**config.mk**
```make
export PLATFORM = sky130hd
export DESIGN_NAME = esl_bus_copy_master
export DESIGN_NICKNAME = d
export VERILOG_FILES = /design/src/rtl/esl_bus_copy_master.sv
export SDC_FILE = /design/constraint.sdc
export NUM_CORES = 1
export LEC_CHECK = 0
export ABC_AREA = 0
export ABC_CLOCK_PERIOD_IN_PS = 12630
export BUFFER_PORTS_ARGS = -buffer_cell sky130_fd_sc_hd__buf_2
export CAP_MARGIN = 20
export CORE_UTILIZATION = 55
export CTS_BUF_LIST = sky130_fd_sc_hd__clkbuf_2
export DETAILED_ROUTE_END_ITERATION = 6
export GPL_TIMING_DRIVEN = 1
export PLACE_DENSITY = 0.87
export SLEW_MARGIN = 20
export SYNTH_ARGS = -nofsm -noshare
export SYNTH_HDL_FRONTEND = slang
export SYNTH_SLANG_ARGS = --single-unit
```
**constraint.sdc**
```tcl
create_clock -name clk -period 12.63 [get_ports clk]
set_clock_uncertainty 0.2 [all_clocks]
set_input_delay 1.263 -clock clk [delete_from_list [all_inputs] [get_ports clk]]
set_output_delay 1.263 -clock clk [all_outputs]
set_load 0.02 [all_outputs]
```
**src/rtl/esl_bus_copy_master.sv**
```systemverilog
`default_nettype none
// ============================================================================
// Module   : esl_bus_copy_master
// Purpose  : Avalon-MM master block-copy engine. Copies `length` words from a
//            source word-address range to a destination range, one word at a
//            time: read a word, write it, repeat. Addresses wrap modulo
//            2**ADDR_WIDTH.
// Ports    : clk, reset (async, active-high)
//            start/src_addr/dst_addr/length : copy request, sampled in IDLE
//            busy/done/words_done           : progress to the local controller
//            master_*                       : Avalon-MM master port
// Revision : 1.0 - initial release
// ============================================================================
module esl_bus_copy_master #(
   parameter int ADDR_WIDTH = 8,
   parameter int DATA_WIDTH = 32,
   parameter int LEN_WIDTH  = 8
) (
   input  logic                    clk,
   input  logic                    reset,
   input  logic                    start,
   input  logic [ADDR_WIDTH-1:0]   src_addr,
   input  logic [ADDR_WIDTH-1:0]   dst_addr,
   input  logic [LEN_WIDTH-1:0]    length,
   output logic                    busy,
   output logic                    done,
   output logic [LEN_WIDTH-1:0]    words_done,
   output logic [ADDR_WIDTH-1:0]   master_address,
   output logic                    master_read,
   output logic                    master_write,
   output logic [DATA_WIDTH-1:0]   master_writedata,
   output logic [DATA_WIDTH/8-1:0] master_byteenable,
   input  logic [DATA_WIDTH-1:0]   master_readdata,
   input  logic                    master_readdatavalid,
   input  logic                    master_waitrequest
);

   localparam int BE_WIDTH = DATA_WIDTH / 8;

   typedef enum logic [2:0] {
      S_IDLE    = 3'd0,
      S_RD_REQ  = 3'd1,
      S_RD_WAIT = 3'd2,
      S_WR_REQ  = 3'd3,
      S_FIN     = 3'd4
   } state_t;

   state_t                 state_q, state_d;
   logic [ADDR_WIDTH-1:0]  src_q, src_d;
   logic [ADDR_WIDTH-1:0]  dst_q, dst_d;
   logic [LEN_WIDTH-1:0]   len_q, len_d;
   logic [LEN_WIDTH-1:0]   idx_q, idx_d;
   logic [LEN_WIDTH-1:0]   words_done_q, words_done_d;
   logic                   busy_q, busy_d;
   logic                   done_q, done_d;
   logic [ADDR_WIDTH-1:0]  addr_q, addr_d;
   logic                   read_q, read_d;
   logic                   write_q, write_d;
   logic [DATA_WIDTH-1:0]  wdata_q, wdata_d;
   logic [BE_WIDTH-1:0]    be_q, be_d;
   logic [LEN_WIDTH-1:0]   w_idx_inc;
   logic [ADDR_WIDTH-1:0]  w_idx_addr;

   // State register and all registered outputs
   always_ff @(posedge clk or posedge reset) begin
      if (reset) begin
         state_q      <= S_IDLE;
         src_q        <= '0;
         dst_q        <= '0;
         len_q        <= '0;
         idx_q        <= '0;
         words_done_q <= '0;
         busy_q       <= 1'b0;
         done_q       <= 1'b0;
         addr_q       <= '0;
         read_q       <= 1'b0;
         write_q      <= 1'b0;
         wdata_q      <= '0;
         be_q         <= '0;
      end else begin
         state_q      <= state_d;
         src_q        <= src_d;
         dst_q        <= dst_d;
         len_q        <= len_d;
         idx_q        <= idx_d;
         words_done_q <= words_done_d;
         busy_q       <= busy_d;
         done_q       <= done_d;
         addr_q       <= addr_d;
         read_q       <= read_d;
         write_q      <= write_d;
         wdata_q      <= wdata_d;
         be_q         <= be_d;
      end
   end

   always_comb begin
      state_d      = state_q;
      src_d        = src_q;
      dst_d        = dst_q;
      len_d        = len_q;
      idx_d        = idx_q;
      words_done_d = words_done_q;
      wdata_d      = wdata_q;
      addr_d       = addr_q;
      done_d       = 1'b0;
      w_idx_inc    = idx_q + 1'b1;

      case (state_q)
         S_IDLE: begin
            if (start) begin
               src_d        = src_addr;
               dst_d        = dst_addr;
               len_d        = length;
               idx_d        = '0;
               words_done_d = '0;
               state_d      = (length == '0) ? S_FIN : S_RD_REQ;
            end
         end
         S_RD_REQ: begin
            if (!master_waitrequest) begin
               // Zero-latency slaves return data in the accept cycle
               if (master_readdatavalid) begin
                  wdata_d = master_readdata;
                  state_d = S_WR_REQ;
               end else begin
                  state_d = S_RD_WAIT;
               end
            end
         end
         S_RD_WAIT: begin
            if (master_readdatavalid) begin
               wdata_d = master_readdata;
               state_d = S_WR_REQ;
            end
         end
         S_WR_REQ: begin
            if (!master_waitrequest) begin
               words_done_d = w_idx_inc;
               if (w_idx_inc == len_q) begin
                  state_d = S_FIN;
               end else begin
                  idx_d   = w_idx_inc;
                  state_d = S_RD_REQ;
               end
            end
         end
         S_FIN: begin
            done_d  = 1'b1;
            state_d = S_IDLE;
         end
         default: state_d = S_IDLE;
      endcase

      // Bus outputs are registered, so they are derived from the next state;
      // while stalled the next state equals the current one and they hold.
      w_idx_addr = ADDR_WIDTH'(idx_d);
      read_d     = (state_d == S_RD_REQ);
      write_d    = (state_d == S_WR_REQ);
      be_d       = (read_d || write_d) ? {BE_WIDTH{1'b1}} : {BE_WIDTH{1'b0}};
      if (read_d) begin
         addr_d = src_d + w_idx_addr;
      end else if (write_d) begin
         addr_d = dst_d + w_idx_addr;
      end
      // FIN always steps to IDLE, so busy drops in the done cycle
      busy_d = (state_d != S_IDLE);
   end

   assign busy              = busy_q;
   assign done              = done_q;
   assign words_done        = words_done_q;
   assign master_address    = addr_q;
   assign master_read       = read_q;
   assign master_write      = write_q;
   assign master_writedata  = wdata_q;
   assign master_byteenable = be_q;

endmodule
`default_nettype wire

```
==> flow_summary.json, run 1 <==
{
  "dpl_worst_slack_ps": 6790,
  "port_buffers": 116,
  "synthesis.area_mm2": 0.004120,
  "cts-root-buf": "clkbuf_2",
  "grt_pass1_vias": 2894,
  "fin_tns_setup_ps": 0,
  "post_cts_buffers": 0,
  "multiInputGateArea_mm2": 0.001800,
  "power_frac_clock": 0.101,
  "io_pins": 117,
  "cp_top_family": "compound AO/OA/AOI/OAI gates",
  "ant_nets": 0,
  "seq_power_share": 0.389,
  "ys_top_cells_by_count": "dfrtp_1 (88), nand2_1 (78), mux2_2 (42), nor2_1 (15), o21ai_0 (15)",
  "tightestPinTransition_ps": 871.1,
  "maxCapViolCount": 0,
  "synth_top_family_by_area": "simple AND/OR/NAND/NOR gates",
  "drt_first_pass_iters": 4,
  "netlist_instances": 372,
  "grt_pass1_wl_um": 12820,
  "crit_path_start": "idx_q[0]",
  "period_minus_slack_ps": 5453,
  "synth-compound-area-share": 0.07258,
  "p_leak_nw": 2.474,
  "power.density_mw_per_mm2": 247.7,
  "grt_util_all_layers": 0.2169,
  "syn_avg_cell_area_um2": 11.08,
  "synth_top_area_share": 0.5345,
  "diodes": 0,
  "peakVddDrop_v": 0.0001556,
  "dp_hpwl_um": 6167,
  "met2_usage": 0.3755,
  "synthFlopType": "dfrtp_1",
  "hp-class": "reg -> reg",
  "intPower_w": 0.0006931,
  "critPathRequiredTime_ps": 12870,
  "gp_congestion": 0.9521,
  "grt.busiest_layer": "met2",
  "netlist.top_cell.by_area": "dfrtp_1",
  "yosysSeqAreaShare": 0.5345,
  "yosys.area_share.simple": 0.1424,
  "final_max_slew_viol_count": 0,
  "yosys.cell_count.top_type": "dfrtp_1",
  "wire_per_inst_um": 14.17,
  "post_cts_resized": 0,
  "postLayoutSetupSlackWorst_ps": 7177,
  "finish.utilization": 0.6703,
  "num-fill-cells": 590,
  "synthMuxAreaShare": 0.1321,
  "seq_area_mm2": 0.002202,
  "drive_gt1_frac": 0.3786,
  "crit_path_end_kind": "flop",
  "vias_per_cell": 5.231,
  "finalSetupViolCount": 0,
  "die_h_um": 88.55,
  "synth_edf_count": 0,
  "ys_top_cells_by_area": "dfrtp_1 (53%), mux2_2 (11%), nand2_1 (7.1%), ha_1 (2.4%), xor2_1 (2.1%)",
  "die_w_um": 88.55,
  "p_sw_frac": 0.4244,
  "hold_viol": 0,
  "met1_usage": 0.2588,
  "post-route-period-util": 0.4317,
  "slew-limit-headroom": 0.4192,
  "synth_xor_area_frac": 0.05770,
  "worstPathArrival_ps": 5700,
  "cp_slowest_stage_delay_ps": 550,
  "drt_iter0_markers": 92,
  "critPathKind": "reg -> reg",
  "cts_hold_buf": 0,
  "comb_power_share": 0.510,
  "fin_nets": 551,
  "cts_tree": "done",
  "clk_latency_ps": 520,
  "core_area_mm2": 0.007253,
  "clk_pin_slew_ps": 230,
  "worst_setup_path_start_kind": "flop",
  "status": "completed",
  "p_switching_w": 0.0005110,
  "timing.fmax_mhz": 183.4,
  "grt_max_degree": 89,
  "wirelength_um": 8288,
  "holdCritStartpoint": "dst_q[6]",
  "num_vias": 3060,
  "met3_usage": 0.05037,
  "synthesis.nets": 442,
  "num_rows": 31,
  "worstPathCellList": "ha_1, xor2_1, xnor2_1, nand4_1, a311oi_2, o211a_1, o22ai_2, nand2_2, mux2_2, ha_1, a21o_1, a21oi_1, nor2b_1, o21a_1, o41ai_1, xor3_1, mux2_2",
  "ys_warn_count": 0,
  "drcViolationCount": 0,
  "path_buf_inv": 0,
  "synthAdderAreaFrac": 0.02915,
  "antenna_found_initial": 0,
  "htree_levels": 3,
  "ff2ff_setup_slack_ps": 7180,
  "yosys_register_bits": 88,
  "cts_made_buffers": 9,
  "cpMaxStageDelayCell": "dfrtp_1",
  "initial_core_util": 0.5681,
  "clk_path_buf_depth": 2,
  "synth.distinct_cells": 49,
  "dieArea_mm2": 0.007841,
  "overflow": 0,
  "reg2reg_from": "idx_q[0]",
  "clock-sinks": 88,
  "grt_setup_unrepaired": "no",
  "area_delta_synth_final_pct": 18.01,
  "synthArstFlopShare": 1.000,
  "path_max_fanout": 16
}
-- worst register-to-register path, stage by stage (launching register included) --
cell and delay (ps):
dfrtp_1 550, ha_1 440, xor2_1 340, xnor2_1 160, nand4_1 130, a311oi_2 430
o211a_1 260, o22ai_2 240, nand2_2 310, mux2_2 370, ha_1 210, a21o_1 180
a21oi_1 250, nor2b_1 80, o21a_1 180, o41ai_1 370, xor3_1 400, mux2_2 280
-- power by group through the flow --
stage	sequential, W	clock [W]	combinational, W
after CTS	0.000468	0.000125	0.000621
after global placement	0.000468	0	0.000597
final	0.000468	0.000122	0.000614
after floorplan	0.000553	0	0.000369
after detailed placement	0.000476	0	0.000616
after global routing	0.000483	0.000136	0.000678
-- layer usage --
metal | up-vias | routed length (um) | share of wire
li1 | 1483 | - | -
met1 | 1443 | 3587 | 0.43
met2 | 115 | 3970 | 0.48
met3 | 19 | 530 | 0.064
met4 | 0 | 199 | 0.024
met5 | - | 0 | 0
-- path summary, 6_finish.rpt --
kind | end | cells after the start
max | master_address[7] | 17
min | dst_q[6] | 2
max reg2reg | master_address[7] | 17
min reg2reg | dst_q[6] | 2
max in group asynchronous | len_q[2] | 3
min in group asynchronous | master_writedata[21] | 3
-- final cells by class --
cell class | instances | area share
flip-flops and latches | 88 | 0.4529
multi-input cells | 254 | 0.3703
repair buffers | 119 | 0.1248
well taps | 99 | 0.02548
clock buffers | 10 | 0.01029
clock inverters | 6 | 0.009007
inverters | 9 | 0.007205
-- per-stage QoR --
stage	power, W	hold WS (ps)	std cells	cell area, um2
floorplan	0.0009217	234.4	372	4120
global placement	0.001065	255.4	569	4765
detailed placement	0.001092	256.5	569	4765
CTS	0.001214	301.7	585	4858
global route	0.001296	327.6	585	4862
finish	0.001204	299.7	585	4862
-- cells in the final DEF, fill, tap and decap left out, types with 7 or more instances in the layout --
cell and count:
inv_1 8, mux2_2 42, o21ai_0 15, nor2_1 15
nand2_1 78, ha_1 8, nor2b_1 7, dfrtp_1 88
a21oi_1 10, xor2_1 10, clkbuf_2 10, xnor2_1 9
buf_2 116
-- sequential cells by signal (all words and copies together), names as in the netlist --
name and cells:
master_writedata 32, dst_q 8, idx_q 8, len_q 8
master_address 8, src_q 8, words_done 8, state_q 3
busy 1, done 1, master_byteenable 1, master_read 1
master_write 1
-- cell families (layout without fill, tap and decap cells) --
family / after synthesis / count (layout)
compound gates: 46 / 46
buf+inv: 30 / 144
xor+xnor: 22 / 22
simple gates: 128 / 128
mux: 49 / 49
flops: 88 / 88
fa+ha+maj: 9 / 9
Power figures use the tool's default switching activity.
==> inputs of run 2 (changes only) <==
- ABC_CLOCK_PERIOD_IN_PS: 12630 -> 4900
- CORE_UTILIZATION: 55 -> 49
- PLACE_DENSITY: 0.87 -> 0.82
- clock period: 12.63 -> 4.9 ns (I/O delays scaled with it)
==> run 2 against run 1 <==
Compared with the run above: the run now ends with design-rule violations left; cell count rose by 12%; register-to-register slack got worse by 6800 ps; sequential cell count unchanged; via count is 8.9% higher; sequential power grew to 2.6 times the previous value; critical path depth unchanged; routed wire length increased by 22%; die area rose by 12%; setup slack got worse by 6800 ps; combinational power increased to 2.8 times the previous value; count of clock-buffer cells in the layout unchanged; worst hold slack lost 200 ps.
==> flow_summary.json, run 2 (synthesis results as in run 1) <==
{
  "die_h_um": 93.70,
  "grt_pass1_wl_um": 16220,
  "grt_max_degree": 55,
  "dp_hpwl_um": 6640,
  "grt_pass1_vias": 3395,
  "dieArea_mm2": 0.008780,
  "area_delta_synth_final_pct": 34.04,
  "clock-sinks": 88,
  "vias_per_cell": 5.085,
  "gp_congestion": 0.8284,
  "hold_viol": 0,
  "largest_register_ffs": 32,
  "hp-class": "in -> reg",
  "fin_hold_ws_ps": 104.3,
  "critPathRequiredTime_ps": 5160,
  "die_w_um": 93.70,
  "clk_path_buf_depth": 2,
  "final_max_slew_viol_count": 0,
  "htree_levels": 3,
  "power.density_mw_per_mm2": 588.1,
  "timing.fmax_mhz": 221.0,
  "layout_common_cells": "buf_2 (116), dfrtp_1 (86), nand2_1 (78)",
  "num_rows": 33,
  "drt_first_pass_iters": 6,
  "cts_tree": "done",
  "finish.utilization": 0.6755,
  "tightestPinTransition_ps": 868.9,
  "critPathKind": "reg -> reg",
  "seq_area_mm2": 0.002205,
  "status": "complete, but fails checks",
  "io_pins": 117,
  "finalSetupViolCount": 0,
  "grt_util_all_layers": 0.2433,
  "period_minus_slack_ps": 4525,
  "maxCapViolCount": 0,
  "crit_path_end_kind": "flop",
  "drive_gt1_frac": 0.3545,
  "diodes": 0,
  "p_leak_nw": 2.764,
  "worst_setup_path_start_kind": "flop",
  "dpl_worst_slack_ps": 95.19,
  "drt_iter0_markers": 188,
  "peakVddDrop_v": 0.0003573,
  "path_max_fanout": 11,
  "slew-limit-headroom": 0.4201,
  "antenna_found_initial": 0,
  "clk_latency_ps": 530,
  "core_area_mm2": 0.008175,
  "final_cell_count_no_fill": 655,
  "initial_core_util": 0.5040,
  "overflow": 0,
  "ant_nets": 0,
  "cts-root-buf": "clkbuf_2",
  "drcViolationCount": 1,
  "final_common_cell": "buf_2",
  "cts_made_buffers": 9,
  "post-route-period-util": 0.9236,
  "worstPathArrival_ps": 4780,
  "postLayoutSetupSlackWorst_ps": 374.5,
  "num_vias": 3331,
  "wirelength_um": 10130,
  "clk_pin_slew_ps": 230,
  "fin_nets": 615,
  "grt_setup_unrepaired": "no",
  "wire_per_inst_um": 15.46,
  "dp.cells": 581,
  "fin_tns_setup_ps": 0,
  "port_buffers": 116,
  "multiInputGateArea_mm2": 0.001832,
  "violations": "design-rule violations",
  "num-fill-cells": 587
}
==> run 2: changes by cell type in the layout (fill, tap and decap cells not counted), sizes merged <==
cell and delta:
buf +7, clkinv +2, clkinvlp -3, dlygate4sd3 +57
inv +1
==> run 2: report_power, final <==
group | switching [W] | internal (W)
Sequential | 0.000195 | 0.00103
Clock | 0.000248 | 0.0000725
Combinational | 0.000944 | 0.000755
Total | 0.00139 | 0.00186
==> run 2: metrics by stage <==
| stage | total power [W] | cell area [um2] |
|---|---|---|
| CTS | 0.003210 | 5482 |
| global placement | 0.002790 | 4817 |
| detailed placement | 0.002859 | 4817 |
| finish | 0.003248 | 5523 |
| global route | 0.003484 | 5523 |
| floorplan | 0.002376 | 4120 |
==> run 2: per-layer routing <==
layer / GRT usage / wire length (um) / share of wire
met1: 0.2843 / 4090 / 0.40
met4: 0.08077 / 116 / 0.011
met3: 0.05987 / 722 / 0.071
met2: 0.4349 / 5198 / 0.51
met5: 0 / 0 / 0
==> run 2: final cells by class <==
type	count	area share
sequential	88	0.3992
clock buffer	10	0.009062
timing repair buffer	183	0.2220
tap	105	0.02379
inverter	9	0.006343
clock inverter	6	0.007929
multi-input combinational	254	0.3317
==> run 2: path summary, 6_finish.rpt <==
kind	cells past startpoint	start	endpoint	slack, ps
worst max-delay path	17	idx_q[0]	master_address[7]	370
worst min-delay path	4	master_waitrequest	state_q[1]	100
worst max register to register	17	idx_q[0]	master_address[7]	370
worst min register to register	2	src_q[3]	src_q[3]	310
max in group asynchronous	4	reset	idx_q[0]	3110
min in group asynchronous	3	reset	master_writedata[17]	430
==> run 2: worst max-delay path, cell delays in order (launching register included) <==
cell and delay, ps:
dfrtp_2 500, ha_4 210, xor2_1 250, xnor2_1 160, nand4_1 170, a311oi_4 380, o211a_1 240, o22ai_2 90
nand2_2 170, mux2_2 350, ha_1 200, a21o_1 170, a21oi_1 220, nor2b_1 80, o21a_1 190, o41ai_2 240
xor3_1 350, mux2_2 260
==> run 2: what timing repair did <==
action                     in CTS  in global routing
buffers inserted                0                  1
hold buffers                   57                  0
resized for setup               0                  6
hold endpoints to repair      109                  0
setup endpoints to repair       0                  2
